**src/rtl/bus_pkg.sv**
```systemverilog
// ---------------------------------------------------------------------------
// bus_pkg : shared types and memory-map constants for the CPU bus responder
// Revision: 1.0
// ---------------------------------------------------------------------------
`default_nettype none

package bus_pkg;

  typedef enum logic [2:0] {
    IDLE   = 3'd0,
    WSTALL = 3'd1,
    WREQ   = 3'd2,
    RPEND  = 3'd3,
    RSTALL = 3'd4,
    RREQ   = 3'd5
  } state_t;

  // Value returned to the CPU when a read is abandoned on timeout.
  localparam logic [7:0]  MEM_IDLE_DATA    = 8'hFF;
  // Hardware register / ROM area, served with extra wait states.
  localparam logic [15:0] SLOW_REGION_BASE = 16'hD000;

endpackage

`default_nettype wire

```
**src/rtl/write_post_buffer.sv**
```systemverilog
// ---------------------------------------------------------------------------
// write_post_buffer : one-entry posted-write store with sticky overrun flag
// Revision: 1.0
// ---------------------------------------------------------------------------
`default_nettype none

module write_post_buffer (
  input  logic        clock,
  input  logic        reset,
  input  logic        load,
  input  logic [15:0] load_addr,
  input  logic [7:0]  load_data,
  input  logic        clear,
  output logic        valid,
  output logic [15:0] addr,
  output logic [7:0]  data,
  output logic        overrun
);

  always_ff @(posedge clock) begin
    if (reset) begin
      valid   <= 1'b0;
      addr    <= 16'h0000;
      data    <= 8'h00;
      overrun <= 1'b0;
    end else begin
      if (clear) begin
        valid <= 1'b0;
      end
      // A full buffer (judged before this clock's clear) drops the new write.
      if (load) begin
        if (valid) begin
          overrun <= 1'b1;
        end else begin
          valid <= 1'b1;
          addr  <= load_addr;
          data  <= load_data;
        end
      end
    end
  end

endmodule

`default_nettype wire

```
**src/rtl/cpu_bus_responder.sv**
```systemverilog
// ---------------------------------------------------------------------------
// cpu_bus_responder : 6502C bus cycle responder in front of a single-port memory
// Revision: 1.0
// ---------------------------------------------------------------------------
`default_nettype none

module cpu_bus_responder
  import bus_pkg::*;
#(
  parameter int unsigned WAIT_STATES = 2,
  parameter logic [15:0] SLOW_BASE   = SLOW_REGION_BASE,
  parameter int unsigned TIMEOUT     = 15
) (
  input  logic        clock,
  input  logic        reset,
  input  logic        cycleStart,
  input  logic [15:0] addr,
  input  logic        RW,
  input  logic [7:0]  dataFromCPU,
  output logic [7:0]  dataToCPU,
  output logic        dataValid,
  output logic        RDY,
  output logic        mem_req,
  output logic        mem_we,
  output logic [15:0] mem_addr,
  output logic [7:0]  mem_wdata,
  input  logic        mem_ack,
  input  logic [7:0]  mem_rdata,
  output logic        busError,
  output logic        overrun
);

  localparam int WW = (WAIT_STATES > 1) ? $clog2(WAIT_STATES) : 1;
  localparam int TW = (TIMEOUT > 1) ? $clog2(TIMEOUT) : 1;
  localparam logic [WW-1:0] WAIT_LAST    = WW'(WAIT_STATES - 1);
  localparam logic [TW-1:0] TIMEOUT_LAST = TW'(TIMEOUT - 1);

  state_t        state, next;
  logic [WW-1:0] wait_cnt;
  logic [TW-1:0] tmo_cnt;
  logic [15:0]   rd_addr;
  logic [15:0]   rd_addr_now;
  logic          rd_start, wr_start, rd_waiting;
  logic          wait_done, timeout, retire;
  logic          wb_valid, wb_clear;
  logic [15:0]   wb_addr;
  logic [7:0]    wb_data;

  function automatic state_t wr_path(input logic [15:0] a);
    return (WAIT_STATES != 0 && a >= SLOW_BASE) ? WSTALL : WREQ;
  endfunction

  function automatic state_t rd_path(input logic [15:0] a);
    return (WAIT_STATES != 0 && a >= SLOW_BASE) ? RSTALL : RREQ;
  endfunction

  // RDY low means a read is outstanding; new cycles are ignored meanwhile.
  assign rd_start    = cycleStart && RW && RDY;
  assign wr_start    = cycleStart && !RW && RDY;
  assign rd_waiting  = !RDY || rd_start;
  assign rd_addr_now = RDY ? addr : rd_addr;

  assign mem_req   = (state == WREQ) || (state == RREQ);
  assign mem_we    = (state == WREQ);
  assign wait_done = (wait_cnt == WAIT_LAST);
  assign timeout   = mem_req && !mem_ack && (tmo_cnt == TIMEOUT_LAST);
  assign retire    = mem_req && (mem_ack || timeout);

  write_post_buffer u_wbuf (
    .clock     (clock),
    .reset     (reset),
    .load      (wr_start),
    .load_addr (addr),
    .load_data (dataFromCPU),
    .clear     (wb_clear),
    .valid     (wb_valid),
    .addr      (wb_addr),
    .data      (wb_data),
    .overrun   (overrun)
  );

  always_comb begin
    next     = state;
    wb_clear = 1'b0;
    case (state)
      IDLE: begin
        if (wb_valid) begin
          next = rd_start ? RPEND : wr_path(wb_addr);
        end else if (rd_start) begin
          next = rd_path(addr);
        end
      end
      RPEND:  next = wb_valid ? wr_path(wb_addr) : rd_path(rd_addr);
      WSTALL: if (wait_done) next = WREQ;
      RSTALL: if (wait_done) next = RREQ;
      WREQ: begin
        if (retire) begin
          wb_clear = 1'b1;
          next     = rd_waiting ? rd_path(rd_addr_now) : IDLE;
        end
      end
      RREQ:    if (retire) next = IDLE;
      default: next = IDLE;
    endcase
  end

  always_ff @(posedge clock) begin
    if (reset) begin
      state     <= IDLE;
      RDY       <= 1'b1;
      dataValid <= 1'b0;
      dataToCPU <= 8'h00;
      mem_addr  <= 16'h0000;
      mem_wdata <= 8'h00;
      busError  <= 1'b0;
      rd_addr   <= 16'h0000;
      wait_cnt  <= '0;
      tmo_cnt   <= '0;
    end else begin
      state     <= next;
      dataValid <= 1'b0;

      if (rd_start) begin
        rd_addr <= addr;
        RDY     <= 1'b0;
      end

      if (state == RREQ && retire) begin
        dataToCPU <= mem_ack ? mem_rdata : MEM_IDLE_DATA;
        dataValid <= 1'b1;
        RDY       <= 1'b1;
      end

      if (timeout) begin
        busError <= 1'b1;
      end

      // Request address/data are only reloaded on entry to or stay in a REQ state.
      if (next == WREQ) begin
        mem_addr  <= wb_addr;
        mem_wdata <= wb_data;
      end else if (next == RREQ) begin
        mem_addr  <= rd_addr_now;
      end

      if ((state == WSTALL || state == RSTALL) && !wait_done) begin
        wait_cnt <= wait_cnt + WW'(1);
      end else begin
        wait_cnt <= '0;
      end

      if (mem_req && !mem_ack && !timeout) begin
        tmo_cnt <= tmo_cnt + TW'(1);
      end else begin
        tmo_cnt <= '0;
      end
    end
  end

endmodule

`default_nettype wire

```
**config.mk**
```make
export PLATFORM = sky130hd
export DESIGN_NAME = cpu_bus_responder
export DESIGN_NICKNAME = d
export VERILOG_FILES = /design/src/rtl/bus_pkg.sv /design/src/rtl/write_post_buffer.sv /design/src/rtl/cpu_bus_responder.sv
export SDC_FILE = /design/constraint.sdc
export NUM_CORES = 1
export LEC_CHECK = 0
export CAP_MARGIN = 20
export CORE_MARGIN = 8
export CORE_UTILIZATION = 53
export DETAILED_ROUTE_END_ITERATION = 10
export PLACE_DENSITY = 0.8
export SLEW_MARGIN = 40
export SYNTH_ARGS = -nofsm -noshare
export SYNTH_HDL_FRONTEND = slang
export SYNTH_HIERARCHICAL = 1
export SYNTH_SLANG_ARGS = --single-unit
```
**constraint.sdc**
```tcl
create_clock -name clock -period 2.5 [get_ports clock]
set_input_delay 0.75 -clock clock [delete_from_list [all_inputs] [get_ports clock]]
set_output_delay 0.75 -clock clock [all_outputs]
set_load 0.005 [all_outputs]
```
==> results.sh, run 1 <==
export IMPL_path_class="input port to flip-flop"
export IMPL_regToRegStartpoint="tmo_cnt[0]$_SDFF_PP0_"
export IMPL_path_max_fanout=17
export IMPL_power_per_cell_area_nw_per_um2=762
export IMPL_route_detailed_drc=0
export IMPL_asyncSetResetFlopFracSynth_pct=0
export IMPL_clock_root_buffer="clkbuf_8"
export IMPL_postSynthNetCount=462
export IMPL_tightest_slew_ns=0.587
export IMPL_synth_distinct_cells=53
export IMPL_fin_crit_sh_pct=91.9
export IMPL_source_of_the_worst_hold_timing_path="rd_addr[6]$_SDFFE_PP0P_"
export IMPL_place_worst_setup_slack_ns=-0.137
export IMPL_headroom_to_the_max_slew_limit_pct=60.8
export IMPL_grt_pass1_wl_mm=17.5
export IMPL_hold_path_class="flip-flop to flip-flop"
export IMPL_r2r_cells=9
export IMPL_synth_top_area_cell="dfxtp_1"
export IMPL_gp_congestion=0.839
export IMPL_final_setup_worst_slack_ns=0.201
export IMPL_final_period_minus_worst_setup_slack_ns=2.30
export IMPL_worstPathArrival_ns=2.55
export IMPL_synthesis_yosys_warnings=6
export IMPL_critical_path_startpoint_type="input port"
export IMPL_top_flip_flop_cell_by_instance_count_after_synthesis="dfxtp_1"
export IMPL_cts_max_path_buffers=2
export IMPL_floorplan_core_area_um2=7650
export IMPL_hold_path_cell_count=2
export IMPL_avgSynthCellArea_um2=9.83
export IMPL_tritoncts_num_sinks=85
export IMPL_route_vias_total=3512
export IMPL_rsz_0062_raised_after_global_routing="false"
export IMPL_multi_input_combinational_cell_area_um2=2210
export IMPL_seq_power_share_pct=38.9
export IMPL_syn_cell_area_um2=4160
export IMPL_post_detailed_route_via_to_cell_ratio=5.71
export IMPL_post_cts_hold_buffer_count=0
export IMPL_die_area_um2=10900
export IMPL_synth_seq_area_share_pct=40.9
export IMPL_max_vdd_ir_drop_mv=0.436
export IMPL_outcome="completed"
export IMPL_leakagePower_uw=0.00192
export IMPL_ant_nets=0
export IMPL_layout_overhead_on_the_synthesized_area_pct=28.9
export IMPL_drv_cap=0
export IMPL_fin_worst_skew_ns=0.00971
export IMPL_setup_violations=0
export IMPL_critPathRequiredTime_ns=2.75
export IMPL_synthesis_instances=423
export IMPL_firstDrtPassIters=4
export IMPL_number_of_placed_instances_taps_included=597
export IMPL_place_port_buffers=74
export IMPL_dp_hpwl_mm=7.28
export IMPL_post_cts_setup_buffers=0
export IMPL_tritoncts_num_buffers=9
export IMPL_clk_insertion_delay_late_ns=0.36
export IMPL_yosys_cell_count_top_type="dfxtp_1"
export IMPL_synth_seq_cells=85
export IMPL_yosys_top_cells_area="dfxtp_1 41%, mux2i_1 7.9%, nand4bb_1 6.5%"
export IMPL_chipWidth_um=105
export IMPL_start_util_pct=54.4
export IMPL_synth_commonest_cells="85 x dfxtp_1, 37 x nand2_1, 33 x mux2i_1"
export IMPL_placement_rows=32
export IMPL_count_of_flip_flops_with_a_built_in_enable_after_synthesis=0
export IMPL_drtIter0Drc=171
export IMPL_hold_path_end="rd_addr[6]$_SDFFE_PP0P_"
export IMPL_r2r_setup_slack_ns=0.41
export IMPL_pwr_share_clk_pct=27.3
export IMPL_vias_in_the_first_global_route=3465
export IMPL_final_seq_area_um2=1710
export IMPL_p_switching_uw=1290
export IMPL_rr_endpoint="mem_addr[5]$_SDFFE_PP0P_"
export IMPL_grt_antenna_before_repair=0
export IMPL_combinationalPowerShare_pct=33.8
export IMPL_synthDominantCellAreaShare_pct=40.9
export IMPL_wl_per_cell_um=17.3
export IMPL_timing_fmax_ghz=0.435
export IMPL_post_route_cells_drive_above_1_share_pct=20.9
export IMPL_p_sw_share_pct=31.5
export IMPL_cts_tree="built"
export IMPL_power_report_internal_total_uw=2800
export IMPL_groute_usage_overall_pct=19.2
export IMPL_final_max_slew_viol_count=0
export IMPL_ios=75
export IMPL_die_height_um=105
export IMPL_num_nets_final=545
export IMPL_grt_max_degree=40
export IMPL_critical_path_slowest_cell="clkdlybuf4s50_1"
export IMPL_crit_path_cell_trace="clkdlybuf4s50_1 > and3_1 > mux2_4 > o211ai_4 > a31o_1 > buf_12 > o22ai_2"
export IMPL_timing_critical_path_slowest_cell_delay_ns=0.50
export IMPL_cts_htree_levels=3
export IMPL_final_hold_violation_count=0
export IMPL_finalNonFillerCells=615
export IMPL_final_fill_count=607
export IMPL_grt_ovfl_total=0
export IMPL_design_area_um2=5360
export IMPL_placed_cell_area_um2=5110
export IMPL_clk_pin_slew_ns=0.08
export IMPL_endpoint_kind="flip-flop"
export IMPL_wirelength_mm=10.6
export IMPL_finalPower_uw=4080
[logic make-up (layout without fill, tap and decap cells)]
logic type / count (synthesis) / after routing / share of synthesized area (%)
AO/OA/AOI/OAI: 100 / 100 / 18.6
XOR/XNOR: 3 / 3 / 0.632
adder cells (fa/ha/maj): 2 / 2 / 0.602
buffers and inverters: 45 / 133 / 6.05
flip-flops: 85 / 85 / 40.9
multiplexers: 50 / 50 / 12.6
other: 0 / 2 / 0
AND/OR/NAND/NOR: 138 / 138 / 20.5
[power groups by stage]
| stage | clock [uW] | sequential, uW | combinational (uW) |
|---|---|---|---|
| after global routing | 1200 | 1600 | 1470 |
| after global placement | 0 | 1610 | 1340 |
| after detailed placement | 0 | 1610 | 1380 |
| after CTS | 1130 | 1590 | 1390 |
| final | 1120 | 1590 | 1380 |
| after floorplan | 0 | 1580 | 896 |
[layout make-up]
type                       count  share of cell area [%]
antenna                        2                  0.0934
clock buffer                  11                    2.83
clock inverter                 5                    1.52
inverter                      12                   0.841
multi-input combinational    293                    41.2
sequential                    85                    31.8
tap                          102                    2.38
timing repair buffer         105                    19.3
[per-layer routing]
| metal | global-route usage (%) | up-vias | share of wire, % | wire length, um |
|---|---|---|---|---|
| met5 | 0 | - | 0 | 0 |
| met4 | 6.22 | 0 | 1.1 | 117 |
| met3 | 3.99 | 10 | 4.7 | 498 |
| met2 | 31.0 | 84 | 48 | 5060 |
| met1 | 25.0 | 1714 | 47 | 4940 |
| li1 | - | 1704 | - | - |
[worst max-delay path: cells and delay by family]
family          cells  cell delay (ns)
compound gates      3             0.51
simple gates        1             0.26
mux                 1             0.34
buf+inv             2             0.68
[layout by cell type (no fill, tap or decap), types with 2 or more instances in the layout]
cell type	synthesis	routed
clkdlybuf4s50_1	0	71
o21ai_0	12	12
inv_1	10	10
bufinv_16	0	2
mux2i_1	33	33
a31oi_1	2	2
nor2_1	21	19
o21ai_2	20	20
mux2_2	16	16
and3_1	2	2
clkbuf_8	0	11
a311oi_1	8	8
ha_1	2	2
nand2_1	37	37
o22ai_1	5	5
nor2_2	0	2
xnor2_1	2	2
nand3_1	13	13
diode_2	0	2
nor3_1	2	2
o22ai_2	11	11
a21oi_1	28	28
a211o_1	2	2
o211ai_1	4	4
buf_4	4	26
buf_12	3	5
nand2b_1	24	24
dfxtp_1	85	84
nand4bb_1	24	24
inv_2	2	2
nor4_1	3	3
[state kept, by name (all words and copies together), names as in the netlist, 3 cells and up]
register,count
mem_addr,16
rd_addr,16
u_wbuf/addr,16
dataToCPU,8
mem_wdata,8
u_wbuf/data,8
tmo_cnt,4
state,3
[per-stage QoR]
stage          hold slack [ns]  utilization (%)  TNS [ns]
3_3_place_gp             0.439             66.9     -2.05
6_report                 0.459             70.1         0
5_1_grt                  0.477             70.0         0
3_5_place_dp             0.448             66.9     -2.33
2_1_floorplan            0.427                -         0
4_1_cts                  0.460             69.9         0
[how the worst max path moves through the flow]
stage,startpoint,to,slack [ns]
final,RW,mem_addr[6]$_SDFFE_PP0P_,0.20
after floorplan,cycleStart,mem_addr[15]$_SDFFE_PP0P_,0.21
after global placement,RW,mem_addr[3]$_SDFFE_PP0P_,-0.11
after CTS,state[1]$_SDFF_PP0_,mem_we,0.02
after global routing,mem_ack,mem_addr[13]$_SDFFE_PP0P_,0.09
after detailed placement,mem_ack,mem_addr[5]$_SDFFE_PP0P_,-0.14
[what timing repair did]
item	4_1_cts	5_1_grt
endpoints found under the hold margin	0	0
setup endpoints to repair	2	1
gates resized for setup	2	2
pin swaps	0	0
(Power assumes the default switching activity.)
==> inputs of run 2 (changes only) <==
--- a/config.mk
+++ b/config.mk
@@ -6,10 +6,11 @@
 export NUM_CORES = 1
 export LEC_CHECK = 0
 export CAP_MARGIN = 20
-export CORE_MARGIN = 8
-export CORE_UTILIZATION = 53
+export CORE_MARGIN = 2
+export CORE_UTILIZATION = 54
+export CTS_BUF_LIST = sky130_fd_sc_hd__clkbuf_8
 export DETAILED_ROUTE_END_ITERATION = 10
-export PLACE_DENSITY = 0.8
+export PLACE_DENSITY = 0.82
 export SLEW_MARGIN = 40
 export SYNTH_ARGS = -nofsm -noshare
 export SYNTH_HDL_FRONTEND = slang
==> run 2 against run 1 <==
Flip-flop and latch count stayed put. First-iteration DRC count is 8.2% higher. Critical path depth is 4 lower. Global-route usage is 5.4 points higher. Setup slack worse by 0.16 ns. Sequential power hardly changed. Clock skew is 0.0022 ns lower. Critical path type is now flip-flop to output pin. Critical endpoint is now mem_req. Largest cell class unchanged.
==> results.sh, run 2 (synthesis results as in run 1) <==
export IMPL_combinationalPowerShare_pct=34.1
export IMPL_hold_path_class="flip-flop to flip-flop"
export IMPL_clk_insertion_delay_late_ns=0.35
export IMPL_final_fill_count=557
export IMPL_tightest_slew_ns=0.633
export IMPL_p_switching_uw=1290
export IMPL_outcome="completed"
export IMPL_reg_largest_list="mem_addr x16, rd_addr x16, u_wbuf/addr x16"
export IMPL_wl_per_cell_um=16.9
export IMPL_place_port_buffers=74
export IMPL_gp_congestion=0.869
export IMPL_p_sw_share_pct=31.4
export IMPL_post_route_cells_drive_above_1_share_pct=21.2
export IMPL_setup_violations=0
export IMPL_critical_path_startpoint_type="flip-flop"
export IMPL_num_nets_final=544
export IMPL_layout_commonest_cell="dfxtp_1"
export IMPL_final_max_slew_viol_count=0
export IMPL_ios=75
export IMPL_critPathRequiredTime_ns=1.75
export IMPL_vias_in_the_first_global_route=3473
export IMPL_die_height_um=91.7
export IMPL_drv_cap=0
export IMPL_start_util_pct=56.4
export IMPL_firstDrtPassIters=5
export IMPL_path_class="flip-flop to output pin"
export IMPL_headroom_to_the_max_slew_limit_pct=57.8
export IMPL_final_hold_violation_count=0
export IMPL_clock_root_buffer="clkbuf_8"
export IMPL_fin_crit_sh_pct=98.3
export IMPL_final_util_pct=72.5
export IMPL_tritoncts_num_sinks=85
export IMPL_total_negative_slack_ns=0
export IMPL_final_period_minus_worst_setup_slack_ns=2.46
export IMPL_ant_nets=0
export IMPL_grt_ovfl_total=0
export IMPL_endpoint_kind="output pin"
export IMPL_wirelength_mm=10.3
export IMPL_seq_power_share_pct=38.7
export IMPL_leakagePower_uw=0.00189
export IMPL_pwr_share_clk_pct=27.3
export IMPL_path_max_fanout=4
export IMPL_die_area_um2=8420
export IMPL_timing_fmax_ghz=0.407
export IMPL_commonest_non_fill_non_tap_cells_in_the_layout="83 x dfxtp_1, 73 x clkdlybuf4s50_1, 36 x nand2_1"
export IMPL_cts_tree="built"
export IMPL_grt_max_degree=57
export IMPL_grt_pass1_wl_mm=16.7
export IMPL_multi_input_combinational_cell_area_um2=2210
export IMPL_tritoncts_num_buffers=9
export IMPL_post_detailed_route_via_to_cell_ratio=5.67
export IMPL_cts_max_path_buffers=2
export IMPL_final_seq_area_um2=1700
export IMPL_layout_overhead_on_the_synthesized_area_pct=28.5
export IMPL_max_vdd_ir_drop_mv=0.442
export IMPL_placement_rows=31
export IMPL_floorplan_core_area_um2=7370
export IMPL_fin_worst_skew_ns=0.00753
export IMPL_worstPathArrival_ns=1.71
export IMPL_dp_hpwl_mm=6.84
export IMPL_drtIter0Drc=185
export IMPL_groute_usage_overall_pct=24.6
export IMPL_n_antenna_cell=0
export IMPL_route_detailed_drc=0
export IMPL_grt_antenna_before_repair=0
export IMPL_cts_htree_levels=3
export IMPL_power_report_internal_total_uw=2800
export IMPL_clk_pin_slew_ns=0.08
export IMPL_power_per_cell_area_nw_per_um2=766
export IMPL_route_vias_total=3452
export IMPL_chipWidth_um=91.7
-- run 2: power by group through the flow --
stage / combinational (uW) / clock [uW] / sequential, uW
2_1_floorplan: 896 / 0 / 1580
5_1_grt: 1480 / 1190 / 1590
6_report: 1390 / 1120 / 1580
3_5_place_dp: 1380 / 0 / 1600
4_1_cts: 1390 / 1130 / 1580
3_3_place_gp: 1350 / 0 / 1600
-- run 2: stage by stage --
step / cell area, um2 / hold slack [ns] / cells / worst slack, ns / power, uW
2_1_floorplan: 4160 / 0.427 / 423 / 0.210 / 2480
3_3_place_gp: 5100 / 0.440 / 593 / -0.132 / 2950
3_5_place_dp: 5100 / 0.448 / 593 / -0.181 / 2990
4_1_cts: 5330 / 0.460 / 609 / 0.00145 / 4100
5_1_grt: 5340 / 0.479 / 609 / -0.0105 / 4260
6_report: 5340 / 0.457 / 609 / 0.0430 / 4090
-- run 2: path summary, 6_finish.rpt --
path / start / end / slack (ns) / depth (start not counted)
hold reg to reg: rd_addr[6]$_SDFFE_PP0P_ / rd_addr[6]$_SDFFE_PP0P_ / 0.46 / 2
setup / recovery: state[0]$_SDFF_PP0_ / mem_req / 0.04 / 3
setup reg to reg: tmo_cnt[0]$_SDFF_PP0_ / mem_addr[15]$_SDFFE_PP0P_ / 0.47 / 9
hold / removal: rd_addr[6]$_SDFFE_PP0P_ / rd_addr[6]$_SDFFE_PP0P_ / 0.46 / 2
-- run 2: repair_timing --
item | in CTS | in global routing
gates resized for setup | 0 | 3
hold buffers | 0 | 0
buffers inserted | 0 | 0
endpoints found under the setup margin | 0 | 1
hold endpoints to repair | 0 | 0
-- run 2: final cells by class --
cell class / count / area share, %
clock buffers: 11 / 2.83
clock inverters: 5 / 1.52
inverters: 12 / 0.843
multi-input cells: 293 / 41.4
flip-flops and latches: 85 / 31.9
well taps: 99 / 2.32
repair buffers: 104 / 19.2
-- run 2: metal layers --
metal | track usage [%] | vias to the layer above | wire [um]
met5 | 0 | - | 0
met4 | 7.21 | 0 | 123
met3 | 5.75 | 12 | 499
met2 | 42.2 | 83 | 5110
met1 | 30.7 | 1666 | 4540
li1 | - | 1691 | -
-- run 2: critical path: stages (launching register included) --
cell             delay (ns)
dfxtp_1                0.35
or3b_4                 0.41
nand2_2                0.10
clkdlybuf4s50_1        0.50
